### src/rtl/mem_access.sv
// Memory stage of the pipelined RV32I core.
//
// mem_access_pkg holds the operation encoding and field widths that are
// shared with the other pipeline stages.
//
// mem_access takes the execute-stage bundle. Non-memory ops pass straight to
// writeback with one cycle of latency. A load or store runs over the
// byte-wide memory-controller port, one byte per handshake, least
// significant byte first. The upstream stage is stalled until the last byte
// is acknowledged.
//
// Ports:
//   clk, rst (async, active-low), rdy (global freeze when low)
//   in_valid/in_op/in_data/in_rd/in_addr : execute-stage bundle
//   mem_stall                            : upstream must hold its register
//   mc_req/mc_we/mc_addr/mc_wdata        : byte request to memory controller
//   mc_ack/mc_rdata                      : byte completion / read data
//   wb_valid/wb_rd/wb_data/wb_op         : writeback bundle (one-cycle pulse)

package mem_access_pkg;
    localparam int OP_LEN       = 5;
    localparam int REG_ADDR_LEN = 5;

    localparam logic [OP_LEN-1:0] OP_NOP  = 5'd0;
    localparam logic [OP_LEN-1:0] OP_ADD  = 5'd1;
    localparam logic [OP_LEN-1:0] OP_ADDI = 5'd2;
    localparam logic [OP_LEN-1:0] OP_SUB  = 5'd3;
    localparam logic [OP_LEN-1:0] OP_LB   = 5'd16;
    localparam logic [OP_LEN-1:0] OP_LH   = 5'd17;
    localparam logic [OP_LEN-1:0] OP_LW   = 5'd18;
    localparam logic [OP_LEN-1:0] OP_LBU  = 5'd19;
    localparam logic [OP_LEN-1:0] OP_LHU  = 5'd20;
    localparam logic [OP_LEN-1:0] OP_SB   = 5'd21;
    localparam logic [OP_LEN-1:0] OP_SH   = 5'd22;
    localparam logic [OP_LEN-1:0] OP_SW   = 5'd23;
endpackage

module mem_access
    import mem_access_pkg::*;
#(
    parameter int ADDR_W = 32,
    parameter int DATA_W = 32
) (
    input  logic                    clk,
    input  logic                    rst,
    input  logic                    rdy,
    input  logic                    in_valid,
    input  logic [OP_LEN-1:0]       in_op,
    input  logic [DATA_W-1:0]       in_data,
    input  logic [REG_ADDR_LEN-1:0] in_rd,
    input  logic [ADDR_W-1:0]       in_addr,
    output logic                    mem_stall,
    output logic                    mc_req,
    output logic                    mc_we,
    output logic [ADDR_W-1:0]       mc_addr,
    output logic [7:0]              mc_wdata,
    input  logic                    mc_ack,
    input  logic [7:0]              mc_rdata,
    output logic                    wb_valid,
    output logic [REG_ADDR_LEN-1:0] wb_rd,
    output logic [DATA_W-1:0]       wb_data,
    output logic [OP_LEN-1:0]       wb_op
);

    localparam int NB    = DATA_W / 8;
    localparam int IDX_W = (NB > 1) ? $clog2(NB) : 1;

    typedef enum logic [0:0] {
        ST_IDLE   = 1'b0,
        ST_ACCESS = 1'b1
    } state_t;

    function automatic logic is_store(input logic [OP_LEN-1:0] op);
        return (op == OP_SB) || (op == OP_SH) || (op == OP_SW);
    endfunction

    function automatic logic is_mem(input logic [OP_LEN-1:0] op);
        return is_store(op) || (op == OP_LB) || (op == OP_LH) || (op == OP_LW) ||
               (op == OP_LBU) || (op == OP_LHU);
    endfunction

    // Index of the final byte of an access (byte count minus one).
    function automatic logic [IDX_W-1:0] last_idx(input logic [OP_LEN-1:0] op);
        case (op)
            OP_LB, OP_LBU, OP_SB: return IDX_W'(0);
            OP_LH, OP_LHU, OP_SH: return IDX_W'(1);
            default:              return IDX_W'(NB - 1);
        endcase
    endfunction

    function automatic logic [7:0] byte_sel(input logic [DATA_W-1:0] data,
                                            input logic [IDX_W-1:0]  idx);
        logic [DATA_W-1:0] shifted;
        shifted = data >> {idx, 3'b000};
        return shifted[7:0];
    endfunction

    function automatic logic [DATA_W-1:0] load_ext(input logic [OP_LEN-1:0] op,
                                                   input logic [DATA_W-1:0] word);
        case (op)
            OP_LB:   return {{(DATA_W-8){word[7]}}, word[7:0]};
            OP_LH:   return {{(DATA_W-16){word[15]}}, word[15:0]};
            OP_LBU:  return {{(DATA_W-8){1'b0}}, word[7:0]};
            OP_LHU:  return {{(DATA_W-16){1'b0}}, word[15:0]};
            default: return word;
        endcase
    endfunction

    state_t                  state_q, state_d;
    logic [IDX_W-1:0]        idx_q, idx_d;
    logic [OP_LEN-1:0]       op_q, op_d;
    logic [REG_ADDR_LEN-1:0] rd_q, rd_d;
    logic [DATA_W-1:0]       data_q, data_d;
    logic [DATA_W-1:0]       asm_q, asm_d;
    logic [ADDR_W-1:0]       base_q, base_d;
    logic                    mc_req_q, mc_req_d;
    logic                    mc_we_q, mc_we_d;
    logic [ADDR_W-1:0]       mc_addr_q, mc_addr_d;
    logic [7:0]              mc_wdata_q, mc_wdata_d;
    logic                    wb_valid_q, wb_valid_d;
    logic [REG_ADDR_LEN-1:0] wb_rd_q, wb_rd_d;
    logic [DATA_W-1:0]       wb_data_q, wb_data_d;
    logic [OP_LEN-1:0]       wb_op_q, wb_op_d;
    logic [DATA_W-1:0]       asm_s;
    logic                    mem_stall_s;

    // Next-state and next-output logic for the IDLE/ACCESS controller.
    always_comb begin
        state_d    = state_q;
        idx_d      = idx_q;
        op_d       = op_q;
        rd_d       = rd_q;
        data_d     = data_q;
        asm_d      = asm_q;
        base_d     = base_q;
        mc_req_d   = mc_req_q;
        mc_we_d    = mc_we_q;
        mc_addr_d  = mc_addr_q;
        mc_wdata_d = mc_wdata_q;
        wb_valid_d = 1'b0;
        wb_rd_d    = wb_rd_q;
        wb_data_d  = wb_data_q;
        wb_op_d    = wb_op_q;
        asm_s      = asm_q;
        if (!rdy) begin
            // Frozen: even a pending writeback pulse is held.
            wb_valid_d = wb_valid_q;
        end else begin
            case (state_q)
                ST_IDLE: begin
                    if (in_valid && is_mem(in_op)) begin
                        op_d       = in_op;
                        rd_d       = in_rd;
                        data_d     = in_data;
                        base_d     = in_addr;
                        idx_d      = IDX_W'(0);
                        asm_d      = {DATA_W{1'b0}};
                        mc_req_d   = 1'b1;
                        mc_we_d    = is_store(in_op);
                        mc_addr_d  = in_addr;
                        mc_wdata_d = in_data[7:0];
                        state_d    = ST_ACCESS;
                    end else if (in_valid) begin
                        wb_valid_d = 1'b1;
                        wb_rd_d    = in_rd;
                        wb_data_d  = in_data;
                        wb_op_d    = in_op;
                    end else begin
                        wb_valid_d = 1'b0;
                    end
                end
                ST_ACCESS: begin
                    if (mc_ack) begin
                        // Merge the returned byte so the final byte is usable
                        // for the writeback value in the same cycle.
                        for (int b = 0; b < NB; b++) begin
                            if (!is_store(op_q) && (idx_q == IDX_W'(b))) begin
                                asm_s[b*8 +: 8] = mc_rdata;
                            end else begin
                                asm_s[b*8 +: 8] = asm_q[b*8 +: 8];
                            end
                        end
                        asm_d = asm_s;
                        if (idx_q == last_idx(op_q)) begin
                            state_d    = ST_IDLE;
                            mc_req_d   = 1'b0;
                            mc_we_d    = 1'b0;
                            wb_valid_d = 1'b1;
                            wb_op_d    = op_q;
                            if (is_store(op_q)) begin
                                wb_rd_d   = {REG_ADDR_LEN{1'b0}};
                                wb_data_d = {DATA_W{1'b0}};
                            end else begin
                                wb_rd_d   = rd_q;
                                wb_data_d = load_ext(op_q, asm_s);
                            end
                        end else begin
                            idx_d      = idx_q + IDX_W'(1);
                            // Wraps modulo 2^ADDR_W; misaligned bases are fine.
                            mc_addr_d  = base_q + ADDR_W'(idx_q) + ADDR_W'(1);
                            mc_wdata_d = byte_sel(data_q, idx_q + IDX_W'(1));
                        end
                    end else begin
                        mc_req_d = 1'b1;
                    end
                end
                default: begin
                    state_d  = ST_IDLE;
                    mc_req_d = 1'b0;
                end
            endcase
        end
    end

    // Stall: a new memory op in IDLE, or any ACCESS cycle that does not
    // complete the final byte. Forced low while reset is asserted.
    always_comb begin
        mem_stall_s = 1'b0;
        if (!rst) begin
            mem_stall_s = 1'b0;
        end else if (state_q == ST_ACCESS) begin
            mem_stall_s = !(rdy && mc_ack && (idx_q == last_idx(op_q)));
        end else if (in_valid && is_mem(in_op)) begin
            mem_stall_s = 1'b1;
        end else begin
            mem_stall_s = 1'b0;
        end
    end

    // State and output registers.
    always_ff @(posedge clk or negedge rst) begin
        if (!rst) begin
            state_q    <= ST_IDLE;
            idx_q      <= IDX_W'(0);
            op_q       <= OP_NOP;
            rd_q       <= {REG_ADDR_LEN{1'b0}};
            data_q     <= {DATA_W{1'b0}};
            asm_q      <= {DATA_W{1'b0}};
            base_q     <= {ADDR_W{1'b0}};
            mc_req_q   <= 1'b0;
            mc_we_q    <= 1'b0;
            mc_addr_q  <= {ADDR_W{1'b0}};
            mc_wdata_q <= 8'h00;
            wb_valid_q <= 1'b0;
            wb_rd_q    <= {REG_ADDR_LEN{1'b0}};
            wb_data_q  <= {DATA_W{1'b0}};
            wb_op_q    <= OP_NOP;
        end else begin
            state_q    <= state_d;
            idx_q      <= idx_d;
            op_q       <= op_d;
            rd_q       <= rd_d;
            data_q     <= data_d;
            asm_q      <= asm_d;
            base_q     <= base_d;
            mc_req_q   <= mc_req_d;
            mc_we_q    <= mc_we_d;
            mc_addr_q  <= mc_addr_d;
            mc_wdata_q <= mc_wdata_d;
            wb_valid_q <= wb_valid_d;
            wb_rd_q    <= wb_rd_d;
            wb_data_q  <= wb_data_d;
            wb_op_q    <= wb_op_d;
        end
    end

    assign mem_stall = mem_stall_s;
    assign mc_req    = mc_req_q;
    assign mc_we     = mc_we_q;
    assign mc_addr   = mc_addr_q;
    assign mc_wdata  = mc_wdata_q;
    assign wb_valid  = wb_valid_q;
    assign wb_rd     = wb_rd_q;
    assign wb_data   = wb_data_q;
    assign wb_op     = wb_op_q;

endmodule

### config.mk
export PLATFORM = sky130hd
export DESIGN_NAME = mem_access
export DESIGN_NICKNAME = d
export VERILOG_FILES = /design/src/rtl/mem_access.sv
export SDC_FILE = /design/constraint.sdc
export NUM_CORES = 1
export LEC_CHECK = 0
export CORE_MARGIN = 3
export CORE_UTILIZATION = 40
export CTS_BUF_LIST = sky130_fd_sc_hd__clkbuf_4 sky130_fd_sc_hd__clkbuf_8
export DETAILED_ROUTE_END_ITERATION = 6
export GPL_ROUTABILITY_DRIVEN = 1
export PLACE_DENSITY = 0.69
export SYNTH_ARGS = -nofsm -noshare
export SYNTH_HDL_FRONTEND = slang
export SYNTH_SLANG_ARGS = --single-unit
### constraint.sdc
create_clock -name clk -period 6.9 [get_ports clk]
set_input_delay 1.38 -clock clk [delete_from_list [all_inputs] [get_ports clk]]
set_output_delay 1.38 -clock clk [all_outputs]
set_load 0.005 [all_outputs]
---- After elaboration in Yosys (flattened, before gate mapping) ----
Index checks and enable logic that the tools add are counted.
word-level totals
  register bits after elaboration ......... 194
  bits in latches ......................... 0
  RAM bits ................................ 0
  ROM bits ................................ 0
  input port bits ......................... 87
  output and inout bits ................... 86
  logic and storage cells ................. 135
  memories ................................ 0
cells by class
  $add $sub $neg .......................... 3
  $mul .................................... 0
  div/mod/pow operators ................... 0
  $lt $le $gt $ge ......................... 0
  equal/unequal tests ..................... 27
  shift operators ......................... 1
  muxes and demuxes ....................... 61
  bitwise gates (word level) .............. 1
  reductions and logical operators ........ 27
operators by type and width
  kind                                                             number
  32-bit 2-to-1 mux                                                10
  32-bit one-hot mux with 2 select lines                           3
  32-bit one-hot mux with 4 select lines                           1
  5-bit equality test, second input constant                       15
  8-bit 2-to-1 mux                                                 7
  5-bit 2-to-1 mux                                                 9
  32-bit by 1-bit adder with 32-bit output, second input constant  1
  32-bit by 2-bit adder with 32-bit output                         1
  32-bit by 5-bit >> shifter with 8-bit output                     1
  5-bit one-hot mux with 2 select lines                            2
  2-bit 2-to-1 mux                                                 8
  8-bit one-hot mux with 2 select lines                            1
  1-bit 2-to-1 mux                                                 14
  2-bit inequality test, second input constant                     5
  1-bit logical OR                                                 9
  3-bit AND reduction                                              3
  1-bit one-hot mux with 2 select lines                            4
  2-bit one-hot mux with 2 select lines                            2
  4-bit AND reduction                                              2
  1-bit logical AND                                                7
  3-bit OR reduction                                               2
  5-bit AND reduction                                              1
  2-bit equality test                                              2
  2-bit equality test, second input constant                       2
  7 further kinds                                                  8

---- Depth between registers and ports, before layout ----
  depth after elaboration ................. 12
  mapped depth ............................ 12
  depth with buffers taken out ............ 10

---- Worst setup path after synthesis ----
No wires, ideal clock.
  path kind ............................... in2out
  from .................................... input mc_ack
  to ...................................... output mem_stall
  arrival time ............................ 1.941 ns
  required time ........................... 5.520 ns
  path slack .............................. 3.579 ns
  stages .................................. 4
  buffers on the path ..................... 0
  cell sequence ........................... and2_1 nand2_1 nor2_1 nor3b_1
between the ends
  longest elaborated chain between the ends .. 5
ends and longest elaborated chain
  what                            line  source
  from (decl)                     57    input logic mc_ack,
  1-bit logical AND (2 in a row)  222   mem_stall_s = !(rdy && mc_ack && (idx_q == last_idx(op_q)));
  1-bit zero test                 222
  1-bit 2-to-1 mux                221   end else if (state_q == ST_ACCESS) begin
  1-bit 2-to-1 mux                219   if (!rst) begin
  to (decl)                       52    output logic mem_stall,
Every way passes these cells.

---- Worst setup path after layout ----
  from .................................... register idx_q[0]
  to ...................................... output mem_stall
between the ends
  longest elaborated chain between the ends .. 5
ends and longest elaborated chain
  what                    line  source
  from (decl)             110   logic [IDX_W-1:0] idx_q, idx_d;
  from (signal assigned)  250   idx_q <= idx_d;
  2-bit equality test     222
  1-bit logical AND       222
  1-bit zero test         222
  1-bit 2-to-1 mux        221
  1-bit 2-to-1 mux        219
Every way passes these cells.

==> results.tsv <==
metric	value	unit
outcome	finished clean	
share of the synthesized area in the top cell type	50.2	%
number of synthesized flops with an enable pin	0	
Max VDD drop	0.184	mV
layout cells sized above 1	13.7	%
final core occ	50.5	%
postcts setup bufs	0	
routed via count	7271	
final hold viol count	0	
Hold Crit Class	register to register	
hold buffer count at cts	0	
fin crit period	4.86	ns
diode count	0	
gpl congestion	0.887	
post-synthesis average cell area	10.9	um2
CTS H-tree depth	4	
area delta synth->final	23.4	%
worst-margin pin slew	1.01	ns
Synth Warn #	0	
Fillers	2143	
Post-Syn Instances	888	
Area contributors post-synth	dfrtp_1 (50%), mux2_2 (8.4%), mux2i_1 (4.1%), nand2_1 (3.1%), a21oi_1 (2.5%)	
later-pin clock latency in the skew report	0.46	ns
CP required	5.52	ns
gr usage total	20.0	%
die height	161	um
top routing layer used	met4	
number of distinct library cells after synthesis	57	
CTS max path bufs	2	
ANT nets after route	0	
Slew HR	32.5	%
Detailed Route Iter0 Violations	502	
I/O Buffers	172	
CP startpoint kind	register	
top_reg_cell synth	dfrtp_1	
# IOs	173	
initial antenna violation count	0	
WL per Instance	18.9	um
PD cells	443	nW/um2
Worst Skew	0.0184	ns
sequential element share of the synthesized area	50.2	%
CTS sink cnt	194	
Pleak	0.00501	uW
syn nets	982	
setup total negative slack	0	ns
CP Class	register to primary output	
Post-CTS Resized	0	
final worst-path cycle share	70.4	%
Max Cap Violations	0	
Post-Syn Area	9670	um2
Async S/R FF share, synth	100	%
Clock Pin Slew Worst Setup and Hold Paths	0.10	ns
total core area	23600	um2
area leader, netlist	dfrtp_1	
Starting Density	40.9	%
CTS tree	yes	
pin count of the biggest net entering global routing	80	
fin. max-slew vios	0	
die width	161	um
die area	26100	um2
DR pass1 iterations	5	
#FFs+latches synth	194	
Worst Path Arrival	3.48	ns
# setup viols final	0	
CP Max Fanout	18	
met2 WL	12100	um
M1 WL	11600	um
Final Routed Wirelength	25600	um
Nets	1115	
Fmax	206	MHz
# rows	56	
dpl hpwl	18200	um
RSZ-0062 raised after global routing	no	
Num CTS Buffers	17	
Worst setup EP type	primary output	
vias in the first global route	7319	
Root Buffer	clkbuf_8	
GRT overflow	0	
number of vias per cell	5.37	
first-pass GRT wire length	41100	um
Post-route DRC	0	
metal3 WL	1300	um
==> cells in the final DEF (no fill, tap or decap), drive strengths merged, types with 2 or more instances in the layout <==
master,count
o21a,24
xnor2,21
and2,3
nand2,81
a211oi,22
nand2b,3
clkbuf,20
nand4,13
xor2,11
o221ai,14
o2111ai,10
mux4,8
nor2b,20
and3,15
a21o,7
buf,8
a22oi,10
dfrtp,194
nor3b,2
clkinvlp,4
o21ai,56
clkdlybuf4s50,171
o22ai,2
inv,29
a2bb2oi,2
nor3,4
ha,6
nor2,58
mux2,72
and4,4
a21oi,49
a31oi,3
mux2i,40
or2,4
clkinv,3
a22o,23
nand3,7
==> registers in the layout, summed over array words and instances, names as in the netlist <==
| signal | count |
|---|---|
| asm_q | 32 |
| base_q | 32 |
| data_q | 32 |
| mc_addr | 32 |
| wb_data | 32 |
| mc_wdata | 8 |
| op_q | 5 |
| rd_q | 5 |
| wb_op | 5 |
| wb_rd | 5 |
| idx_q | 2 |
| mc_req | 1 |
| mc_we | 1 |
| state_q | 1 |
| wb_valid | 1 |
==> through the flow <==
step	area [um2]	power, uW	hold slack, ns	instances	worst slack [ns]
finish	11900	5290	0.486	1353	2.04
global route	11900	5700	0.512	1353	1.76
CTS	11900	5340	0.494	1353	1.97
detailed placement	11500	4600	0.469	1321	2.34
global placement	11500	4530	0.461	1321	2.36
floorplan	9670	3620	0.450	888	3.58
==> layout make-up <==
class	count	area (um2)	area share (%)
flip-flops and latches	194	4860	40.7
clock buffers	19	255	2.14
multi-input cells	604	4410	37.0
inverters	24	90.1	0.755
repair buffers	180	1790	15.0
well taps	319	399	3.35
clock inverters	13	125	1.05
==> routing by layer <==
layer / GRT usage, % / vias to the layer above
met4: 5.16 / 0
met1: 27.5 / 3567
met5: 0 / -
met2: 32.6 / 220
li1: - / 3455
met3: 3.80 / 29
==> critical path, stage by stage (launching register included) <==
cell             delay, ns
dfrtp_1               0.91
xnor2_1               0.19
o22ai_1               0.10
a21oi_1               0.40
a21boi_1              0.41
nor2_1                0.11
nor3b_1               0.28
clkdlybuf4s50_1       0.62
==> cell families (layout without fill, tap and decap cells) <==
kind of cell	after synthesis	after routing	synth area share (%)
xor gates and xnor gates	32	32	2.90
and+or+nand+nor	217	217	10.6
AOI/OAI and AO/OA	228	228	16.5
buffers and inverters	90	236	4.39
DFF	194	194	50.2
adders and majority gates	7	7	0.984
muxes	120	120	14.4
==> cell usage after synthesis (all sizes together), types with 10 or more instances <==
cell type / n
nand4: 13
clkbuf: 22
mux2: 72
buf: 44
o21ai: 56
a211oi: 22
inv: 24
dfrtp: 194
and3: 15
o221ai: 14
a22o: 23
nand2: 81
mux2i: 40
xor2: 11
a21oi: 49
o21a: 24
xnor2: 21
nor2: 58
o2111ai: 10
nor2b: 20
a22oi: 10
==> report_power, final <==
group          switching [uW]  total [uW]  leakage, uW  internal (uW)
combinational            1180        2480      0.00246           1310
clock                     420         726     0.000185            306
sequential                416        2080      0.00236           1660
total                    2010        5290      0.00501           3270
==> path summary, 6_finish.rpt <==
| path | from | cells past startpoint | slack [ns] | endpoint |
|---|---|---|---|---|
| setup / recovery | idx_q[0] | 7 | 2.04 | mem_stall |
| hold / removal | mc_addr[4] | 2 | 0.49 | mc_addr[4] |
| setup reg to reg | idx_q[0] | 10 | 3.45 | mc_addr[30] |
| hold reg to reg | mc_addr[4] | 2 | 0.49 | mc_addr[4] |
| max in group asynchronous | rst | 2 | 4.71 | state_q |
| min in group asynchronous | rst | 1 | 0.87 | base_q[3] |
(Power assumes the default switching activity.)
